## src/rtl/mux_pipe_n_pkg.sv

```systemverilog
// Shared definitions for the pipelined N-way select.
// Optional feature macro: MUX_SEL_ERR_EN (per-beat out-of-range select flag).
package mux_pipe_n_pkg;

    // Handshake occupancy, encoded as {main_valid, skid_valid}.
    typedef enum logic [1:0] {
        HS_EMPTY = 2'b00,
        HS_ONE   = 2'b10,
        HS_FULL  = 2'b11
    } hs_state_e;

    // True when n is a non-zero power of two.
    function automatic bit is_pow2(input int unsigned n);
        return (n != 0) && ((n & (n - 1)) == 0);
    endfunction

endpackage

// Slice source k out of a flattened bus of w-bit sources.
`ifndef MUX_SRC
`define MUX_SRC(bus, k, w) bus[(k)*(w) +: (w)]
`endif

```

## src/rtl/mux_sel_n.sv

```systemverilog
// Combinational N-way select; codes >= N clamp to the last source.
// With MUX_SEL_ERR_EN an out-of-range flag is also produced.
module mux_sel_n #(
    parameter int unsigned W  = 32,
    parameter int unsigned N  = 4,
    parameter int unsigned SW = 2
) (
    input  logic [N*W-1:0] in_data_i,
    input  logic [SW-1:0]  sel_i,
    output logic [W-1:0]   data_c
`ifdef MUX_SEL_ERR_EN
    ,
    output logic           oob_c
`endif
);

    // Default to the last source so every unmatched code clamps to it.
    always_comb begin
        data_c = `MUX_SRC(in_data_i, N - 1, W);
        for (int unsigned k = 0; k < N - 1; k++) begin
            if (sel_i == SW'(k)) begin
                data_c = `MUX_SRC(in_data_i, k, W);
            end
        end
    end

`ifdef MUX_SEL_ERR_EN
    // Flag any code that does not name a real source.
    always_comb begin
        oob_c = 1'b1;
        for (int unsigned k = 0; k < N; k++) begin
            if (sel_i == SW'(k)) begin
                oob_c = 1'b0;
            end
        end
    end
`endif

endmodule

```

## src/rtl/mux_pipe_n.sv

```systemverilog
// Pipelined N-way W-bit select with a 2-entry skid buffer and valid/ready handshake.
// in_ready depends only on registered state and rst, never on out_ready.
// Optional feature macro: MUX_SEL_ERR_EN adds the sel_err output.
module mux_pipe_n
    import mux_pipe_n_pkg::*;
#(
    parameter int unsigned W  = 32,
    parameter int unsigned N  = 4,
    parameter int unsigned SW = 2
) (
    input  logic           clk,
    input  logic           rst,
    input  logic [N*W-1:0] in_data,
    input  logic [SW-1:0]  in_sel,
    input  logic           in_valid,
    output logic           in_ready,
    output logic [W-1:0]   out_data,
    output logic           out_valid,
    input  logic           out_ready
`ifdef MUX_SEL_ERR_EN
    ,
    output logic           sel_err
`endif
);

    // Reject configurations whose select cannot address every source.
    if ((64'd1 << SW) < 64'(N)) begin : g_sw_check
        $error("mux_pipe_n: SW is too narrow for N sources");
    end

    hs_state_e    state_q, state_d;
    logic [W-1:0] main_q, main_d;
    logic [W-1:0] skid_q, skid_d;
    logic [W-1:0] sel_data_c;
    logic         accept_c, drain_c;
    logic         ld_main_in_c, ld_main_skid_c, ld_skid_c;

`ifdef MUX_SEL_ERR_EN
    localparam bit ERR_TIED = is_pow2(N);
    logic oob_c;
    logic err_in_c;
    logic main_err_q, main_err_d;
    logic skid_err_q, skid_err_d;
`endif

    // Input-side select, evaluated at acceptance.
    mux_sel_n #(
        .W  (W),
        .N  (N),
        .SW (SW)
    ) u_sel (
        .in_data_i (in_data),
        .sel_i     (in_sel),
        .data_c    (sel_data_c)
`ifdef MUX_SEL_ERR_EN
        ,
        .oob_c     (oob_c)
`endif
    );

    // Handshake status straight from the occupancy register.
    assign in_ready  = (state_q != HS_FULL) & ~rst;
    assign out_valid = (state_q != HS_EMPTY);
    assign out_data  = main_q;
    assign accept_c  = in_valid & in_ready;
    assign drain_c   = out_valid & out_ready;

    // Occupancy next-state and storage load strobes.
    always_comb begin
        state_d        = state_q;
        ld_main_in_c   = 1'b0;
        ld_main_skid_c = 1'b0;
        ld_skid_c      = 1'b0;
        case (state_q)
            HS_EMPTY: begin
                if (accept_c) begin
                    ld_main_in_c = 1'b1;
                    state_d      = HS_ONE;
                end
            end
            HS_ONE: begin
                if (accept_c && drain_c) begin
                    ld_main_in_c = 1'b1;
                end else if (accept_c) begin
                    ld_skid_c = 1'b1;
                    state_d   = HS_FULL;
                end else if (drain_c) begin
                    state_d = HS_EMPTY;
                end
            end
            HS_FULL: begin
                if (drain_c) begin
                    ld_main_skid_c = 1'b1;
                    state_d        = HS_ONE;
                end
            end
            default: begin
                state_d = HS_EMPTY;
            end
        endcase
    end

    // Data storage next values; main holds still while stalled.
    always_comb begin
        main_d = main_q;
        skid_d = skid_q;
        if (ld_main_in_c) begin
            main_d = sel_data_c;
        end else if (ld_main_skid_c) begin
            main_d = skid_q;
        end
        if (ld_skid_c) begin
            skid_d = sel_data_c;
        end
    end

    // Occupancy and data registers; reset discards any beat in flight.
    always_ff @(posedge clk) begin
        if (rst) begin
            state_q <= HS_EMPTY;
            main_q  <= '0;
            skid_q  <= '0;
        end else begin
            state_q <= state_d;
            main_q  <= main_d;
            skid_q  <= skid_d;
        end
    end

`ifdef MUX_SEL_ERR_EN
    assign err_in_c = ERR_TIED ? 1'b0 : oob_c;

    // Error flag travels with its beat and clears when main empties.
    always_comb begin
        main_err_d = main_err_q;
        skid_err_d = skid_err_q;
        if (ld_main_in_c) begin
            main_err_d = err_in_c;
        end else if (ld_main_skid_c) begin
            main_err_d = skid_err_q;
        end else if (state_d == HS_EMPTY) begin
            main_err_d = 1'b0;
        end
        if (ld_skid_c) begin
            skid_err_d = err_in_c;
        end
    end

    // Error flag registers.
    always_ff @(posedge clk) begin
        if (rst) begin
            main_err_q <= 1'b0;
            skid_err_q <= 1'b0;
        end else begin
            main_err_q <= main_err_d;
            skid_err_q <= skid_err_d;
        end
    end

    assign sel_err = main_err_q;
`endif

endmodule

```

## config.mk

```make
export PLATFORM = sky130hd
export DESIGN_NAME = mux_pipe_n
export DESIGN_NICKNAME = d
export VERILOG_FILES = /design/src/rtl/mux_pipe_n_pkg.sv /design/src/rtl/mux_sel_n.sv /design/src/rtl/mux_pipe_n.sv
export SDC_FILE = /design/constraint.sdc
export NUM_CORES = 1
export LEC_CHECK = 0
export CAP_MARGIN = 20
export CORE_MARGIN = 2
export CORE_UTILIZATION = 46
export CTS_CLUSTER_DIAMETER = 200
export DETAILED_ROUTE_END_ITERATION = 12
export PLACE_DENSITY = 0.95
export REMOVE_ABC_BUFFERS = 1
export SLEW_MARGIN = 20
export SYNTH_ARGS = -nofsm -noshare
export SYNTH_HDL_FRONTEND = slang
export SYNTH_HIERARCHICAL = 1
export SYNTH_SLANG_ARGS = --single-unit
```

## constraint.sdc

```tcl
create_clock -name clk -period 4.5 [get_ports clk]
set_clock_uncertainty 0.1 [all_clocks]
set_input_delay 0.45 -clock clk [delete_from_list [all_inputs] [get_ports clk]]
set_output_delay 0.45 -clock clk [all_outputs]
set_load 0.1 [all_outputs]
```

==> impl_metrics.csv, run 1 <==
group,metric,value,unit
run_status,status,"complete, no violations",
synthesis,synthTopCellsByCount,"nand2_1, dfxtp_1, a21oi_1, nand3_1, nor2_1",
sta,hold_violations,0,
critical_path,crit_arrival,2.60,ns
clocking,cts_root_buf,"clkbuf_8",
clocking,cts.reportedPaths.clkPinSlew,0.07,ns
grt,grt_max_degree,71,
route,wl,10600,um
critical_path,rr_endpoint,"out_data[29]$_SDFFE_PP0P_",
worst_hold_path,hp-class,"register to register",
sta,tns,0,ns
clocking,cts_num_sinks,66,
synthesis,synth-edff-count,0,
synthesis,synth_mux_area_share,19.4,%
placed_design,port_buffers,167,
die,die-area,9010,um2
clocking,cts-resized-gates,0,
die,core-area,8090,um2
route,drc,0,
route,dr.pass1.iters,5,
clocking,post_cts_buffers,0,
critical_path,cp_num_buf_inv,1,
synthesis,synth.area.top_cells,"dfxtp_1, mux4_2, a311oi_2",
run,maxCapViolations,0,
route,vias,3583,
synthesis,synth.avg_cell_area,9.85,um2
sta,max_freq,318,MHz
clocking,cts_tree,"done",
synthesis,yosys.area.top_type_share,34.8,%
final_layout,syn2layout_area_growth,46.2,%
worst_hold_path,min_from,"skid_q[22]$_SDFFE_PP0P_",
placed_design,dp.final_hpwl,7500,um
sta,hold_ws,0.360,ns
route,drtIter0Drc,158,
route,drtAntennaViolNets,0,
grt,grt_pass1_vias,3706,
synthesis,ys_seq_area_share,34.8,%
synthesis,netlist_instances,386,
synthesis,synth_compound_area_share,18.1,%
sta,fin_crit_sh,69.9,%
sta,slew_headroom,33.0,%
grt,grt_pass1_wl,16700,um
die,start_util,47.0,%
critical_path,critPathMaxFanout,36,
synthesis,yosysMostFrequentCell,"nand2_1",
clocking,cts_made_buffers,9,
synthesis,synth_largest_area_cell,"dfxtp_1",
critical_path,worst_setup_path_start_kind,"register",
sta,worstMarginPinSlew,1.00,ns
grt,grt_usage,23.6,%
clocking,htree_levels,3,
synthesis,synthAdderAreaFrac,1.32,%
sta,period_needed,3.15,ns
final_layout,antennaDiodeCount,0,
pwr,power.leakage,1.86,nW
critical_path,criticalPathCategory,"register to output pin",
clocking,clk_latency,0.33,ns
grt,antenna_found_initial,0,
critical_path,cpPeakStageDelay,1.01,ns
critical_path,startpoint,"state_q[1]$_SDFFE_PP0P_",
clocking,hold_buffers,0,
sta,setup_violations,0,
critical_path,endpoint_kind,"output pin",
critical_path,ff2ff_path_depth,6,
pwr,max-vdd-ir-drop,0.203,mV
synthesis,synth_top_family_by_area,"multiplexers",
critical_path,crit_chain,"ha_2 -> nor2_1 -> clkdlybuf4s50_1",
die,io_pins,168,
final_layout,drive_gt1_share,16.9,%
critical_path,r2r_start,"state_q[1]$_SDFFE_PP0P_",
route,via_per_inst,5.62,
synthesis,synth_async_sr_flop_share,0,%
die,die_w,94.9,um
synthesis,synth_xor_xnor_area_share,0,%
worst_hold_path,hold_end,"skid_q[22]$_SDFFE_PP0P_",
final_layout,final_area,5560,um2
critical_path,cp_top_family,"buffers and inverters",
synthesis,synth-main-ff-cell,"dfxtp_1",
clocking,clk_path_buf_depth,2,
grt,grt_overflow_total,0,
sta,drv_slew,0,
final_layout,final_net_count,667,
critical_path,cpMaxStageDelayCell,"clkdlybuf4s50_1",
synthesis,ys_warn_count,6,
synthesis,ys_ff_latch,66,
die,dieHeight,94.9,um
sta,rsz0062_at_grt,"no",
critical_path,cp.required,3.95,ns
route,detail_route.wl_per_cell,16.5,um
worst_hold_path,worstHoldPathCells,2,
critical_path,reg2reg_slack,1.38,ns
pwr,p_per_area,402,nW/um2
placed_design,dpl_cell_area,5370,um2
synthesis,synth_cell_type_count,24,
synthesis,syn_area,3800,um2
die,num_rows,33,
placed_design,routabilityCongestion,0.742,
synthesis,synth-simple-area-share,18.9,%
-- area by class of cell --
cell class / count / area, um2
fillers: 599 / 2530
clock buffers: 12 / 145
inverters: 3 / 11.3
flip-flops and latches: 66 / 1320
multi-input cells: 278 / 2210
clock inverters: 3 / 40.0
repair buffers: 171 / 1700
well taps: 105 / 131
-- layout by cell type, fill, tap and decap left out, types with 2 or more instances in the layout --
cell type,netlist,final
inv_1,3,3
ha_1,4,3
mux4_2,30,30
a21oi_1,34,34
nand2_1,99,98
clkbuf_1,17,2
mux4_1,2,2
clkdlybuf4s50_1,0,165
nand2b_1,2,2
nand3_1,33,33
a311oi_2,32,32
dfxtp_1,66,66
buf_4,0,6
nor2_1,33,33
clkbuf_8,0,10
clkinv_2,0,2
-- per-layer routing --
layer	global-route usage [%]	share of wire [%]	vias to the layer above
met5	0	0	-
met4	11.1	1.5	0
met3	5.27	8.1	14
met2	42.7	53	173
met1	25.9	37	1712
li1	-	-	1684
-- sequential cells by signal, summed over array words and instances (netlist names) --
| signal | cells |
|---|---|
| out_data | 32 |
| skid_q | 32 |
| state_q | 2 |
-- power by group --
part | leakage, nW | switching (W) | total (W) | internal (W)
Sequential | 0.538 | 0.0000475 | 0.000712 | 0.000664
Combinational | 1.23 | 0.000690 | 0.00104 | 0.000350
Clock | 0.0962 | 0.000213 | 0.000480 | 0.000267
Total | 1.86 | 0.000951 | 0.00223 | 0.00128
-- through the flow --
stage | worst slack [ns] | std cells | util (%) | power (W)
after floorplan | 1.08 | 347 | - | 0.00142
after global placement | 1.43 | 623 | 66.3 | 0.00173
after detailed placement | 1.26 | 623 | 66.3 | 0.00176
after CTS | 1.36 | 638 | 68.6 | 0.00224
after global routing | 1.22 | 638 | 68.7 | 0.00232
final | 1.35 | 638 | 68.7 | 0.00223
-- worst max-delay path by stage --
stage | endpoint | slack [ns] | depth (start not counted)
global route | out_data[29]$_SDFFE_PP0P_ | 1.22 | 6
global placement | out_data[13]$_SDFFE_PP0P_ | 1.43 | 6
floorplan | out_data[0]$_SDFFE_PP0P_ | 1.08 | 5
detailed placement | out_data[28]$_SDFFE_PP0P_ | 1.26 | 6
finish | in_ready | 1.35 | 3
CTS | in_ready | 1.36 | 3
-- cell families after synthesis --
group / Yosys count
DFF: 66
AOI/OAI and AO/OA: 69
adders and majority gates: 4
muxes: 33
buffers and inverters: 42
and+or+nand+nor: 172
-- worst min-delay path: cells and delay by family (launching register included) --
kind	cells	cell delay (ns)
flops	1	0.31
compound gates	1	0.05
simple gates	1	0.05
No activity file was read; power rests on OpenSTA's default activity.
==> run 2, diff against run 1 <==
CORE_UTILIZATION = 43   (was 46)
PLACE_DENSITY = 0.91   (was 0.95)
clock period = 3 ns   (was 4.5 ns; I/O delays follow)
==> run 2 against run 1 <==
  * Sequential share of layout area up 0.22 points
  * Largest cell class unchanged
  * Count of clock-buffer cells in the layout grew 2
  * Combinational power rose by 48%
  * Highest routed layer unchanged
==> impl_metrics.csv, run 2 (synthesis results as in run 1) <==
group,metric,value,unit
clocking,cts_made_buffers,9,
clocking,cts_root_buf,"clkbuf_8",
final_layout,final_cell_mix,"clkdlybuf4s50_1, nand2_1, dfxtp_1",
sta,setup_violations,0,
route,drtIter0Drc,106,
sta,hold_violations,0,
die,num_rows,34,
critical_path,cp.required,3.07,ns
critical_path,endpoint_kind,"register",
sta,slew_headroom,44.8,%
worst_hold_path,worstHoldPathCells,2,
route,vias,3646,
die,die-area,9610,um2
critical_path,cpMaxStageDelayCell,"or3b_4",
sta,drv_slew,0,
sta,worstMarginPinSlew,0.828,ns
critical_path,crit_arrival,2.38,ns
clocking,cts_num_sinks,66,
grt,grt_usage,22.3,%
placed_design,placed_cells,632,
critical_path,ff2ff_path_depth,6,
grt,grt_max_degree,65,
critical_path,cpPeakStageDelay,0.44,ns
critical_path,critPathMaxFanout,64,
grt,grt_pass1_wl,17400,um
critical_path,startpoint,"state_q[1]$_SDFFE_PP0P_",
route,wl,10700,um
clocking,post_cts_buffers,0,
final_layout,syn2layout_area_growth,44.9,%
critical_path,crit_chain,"ha_1 -> or3b_4 -> or2_2 -> buf_4 -> nor2_1 -> a311oi_2",
route,detail_route.wl_per_cell,16.5,um
final_layout,stdcell_count,648,
placed_design,port_buffers,167,
pwr,power.leakage,1.95,nW
worst_hold_path,hp-class,"input port to register",
route,drtAntennaViolNets,0,
sta,max_freq,433,MHz
die,die_w,98.0,um
clocking,cts.reportedPaths.clkPinSlew,0.07,ns
worst_hold_path,min_from,"rst",
die,dieHeight,98.0,um
clocking,clk_path_buf_depth,2,
run,maxCapViolations,0,
placed_design,dp.final_hpwl,7640,um
grt,grt_overflow_total,0,
pwr,p_total,0.00329,W
route,drc,0,
critical_path,rr_endpoint,"out_data[26]$_SDFFE_PP0P_",
critical_path,worst_setup_path_start_kind,"register",
placed_design,routabilityCongestion,0.731,
clocking,hold_buffers,0,
clocking,cts_tree,"done",
sta,hold_ws,0.322,ns
sta,rsz0062_at_grt,"no",
grt,antenna_found_initial,0,
worst_hold_path,hold_end,"skid_q[3]$_SDFFE_PP0P_",
pwr,p_per_area,598,nW/um2
route,dr.pass1.iters,4,
final_layout,final_net_count,673,
final_layout,drive_gt1_share,23.9,%
critical_path,reg2reg_slack,0.69,ns
clocking,htree_levels,3,
route,via_per_inst,5.63,
die,io_pins,168,
clocking,cts-resized-gates,0,
final_layout,final_common_cell,"clkdlybuf4s50_1",
sta,period_needed,2.31,ns
pwr,max-vdd-ir-drop,0.266,mV
die,core-area,8640,um2
die,start_util,44.0,%
sta,fin_crit_sh,77.0,%
grt,grt_pass1_vias,3745,
critical_path,criticalPathCategory,"register to register",
clocking,clk_latency,0.33,ns
run_status,status,"complete, no violations",
critical_path,r2r_start,"state_q[1]$_SDFFE_PP0P_",
final_layout,antennaDiodeCount,0,
==> run 2: per-stage QoR <==
stage | util [%] | area [um2] | TNS [ns] | setup slack [ns]
final | 63.8 | 5510 | 0 | 0.689
after global routing | 63.8 | 5510 | 0 | 0.577
after CTS | 63.8 | 5510 | 0 | 0.717
after detailed placement | 61.6 | 5320 | 0 | 0.449
after global placement | 61.6 | 5320 | 0 | 0.572
after floorplan | - | 3530 | -14.61 | -0.425
==> run 2: worst max-delay path by stage <==
stage / endpoint / slack [ns] / cells past startpoint
4_1_cts: out_data[26]$_SDFFE_PP0P_ / 0.72 / 6
3_3_place_gp: out_data[28]$_SDFFE_PP0P_ / 0.57 / 6
3_5_place_dp: out_data[26]$_SDFFE_PP0P_ / 0.45 / 6
5_1_grt: out_data[6]$_SDFFE_PP0P_ / 0.58 / 7
6_report: out_data[26]$_SDFFE_PP0P_ / 0.69 / 6
2_1_floorplan: out_data[0]$_SDFFE_PP0P_ / -0.42 / 5
==> run 2: metal layers <==
metal	vias to the layer above	part of all wire (%)	global-route usage (%)
met2	154	52	41.0
met5	-	0	0
met3	19	7.5	4.44
met1	1775	38	24.9
met4	0	2.3	9.40
li1	1698	-	-
==> run 2: critical path, delay by kind of cell (launching register included) <==
kind,cells,cell delay (ns)
compound gates,1,0.07
fa+ha+maj,1,0.21
buf+inv,1,0.35
flops,1,0.34
simple gates,3,1.02
==> run 2: final cells by class <==
cell class                 count  area [um2]
fill                         692        3130
multi-input combinational    278        2210
timing repair buffer         177        1650
sequential                    66        1320
clock buffer                  14         173
tap                          108         135
inverter                       3        11.3
clock inverter                 2        10.0
==> run 2: where the power goes <==
group / switching, W / internal, W / leakage (nW)
Clock: 0.000322 / 0.000366 / 0.0965
Sequential: 0.0000722 / 0.000996 / 0.538
Combinational: 0.00104 / 0.000499 / 1.31
Total: 0.00143 / 0.00186 / 1.95
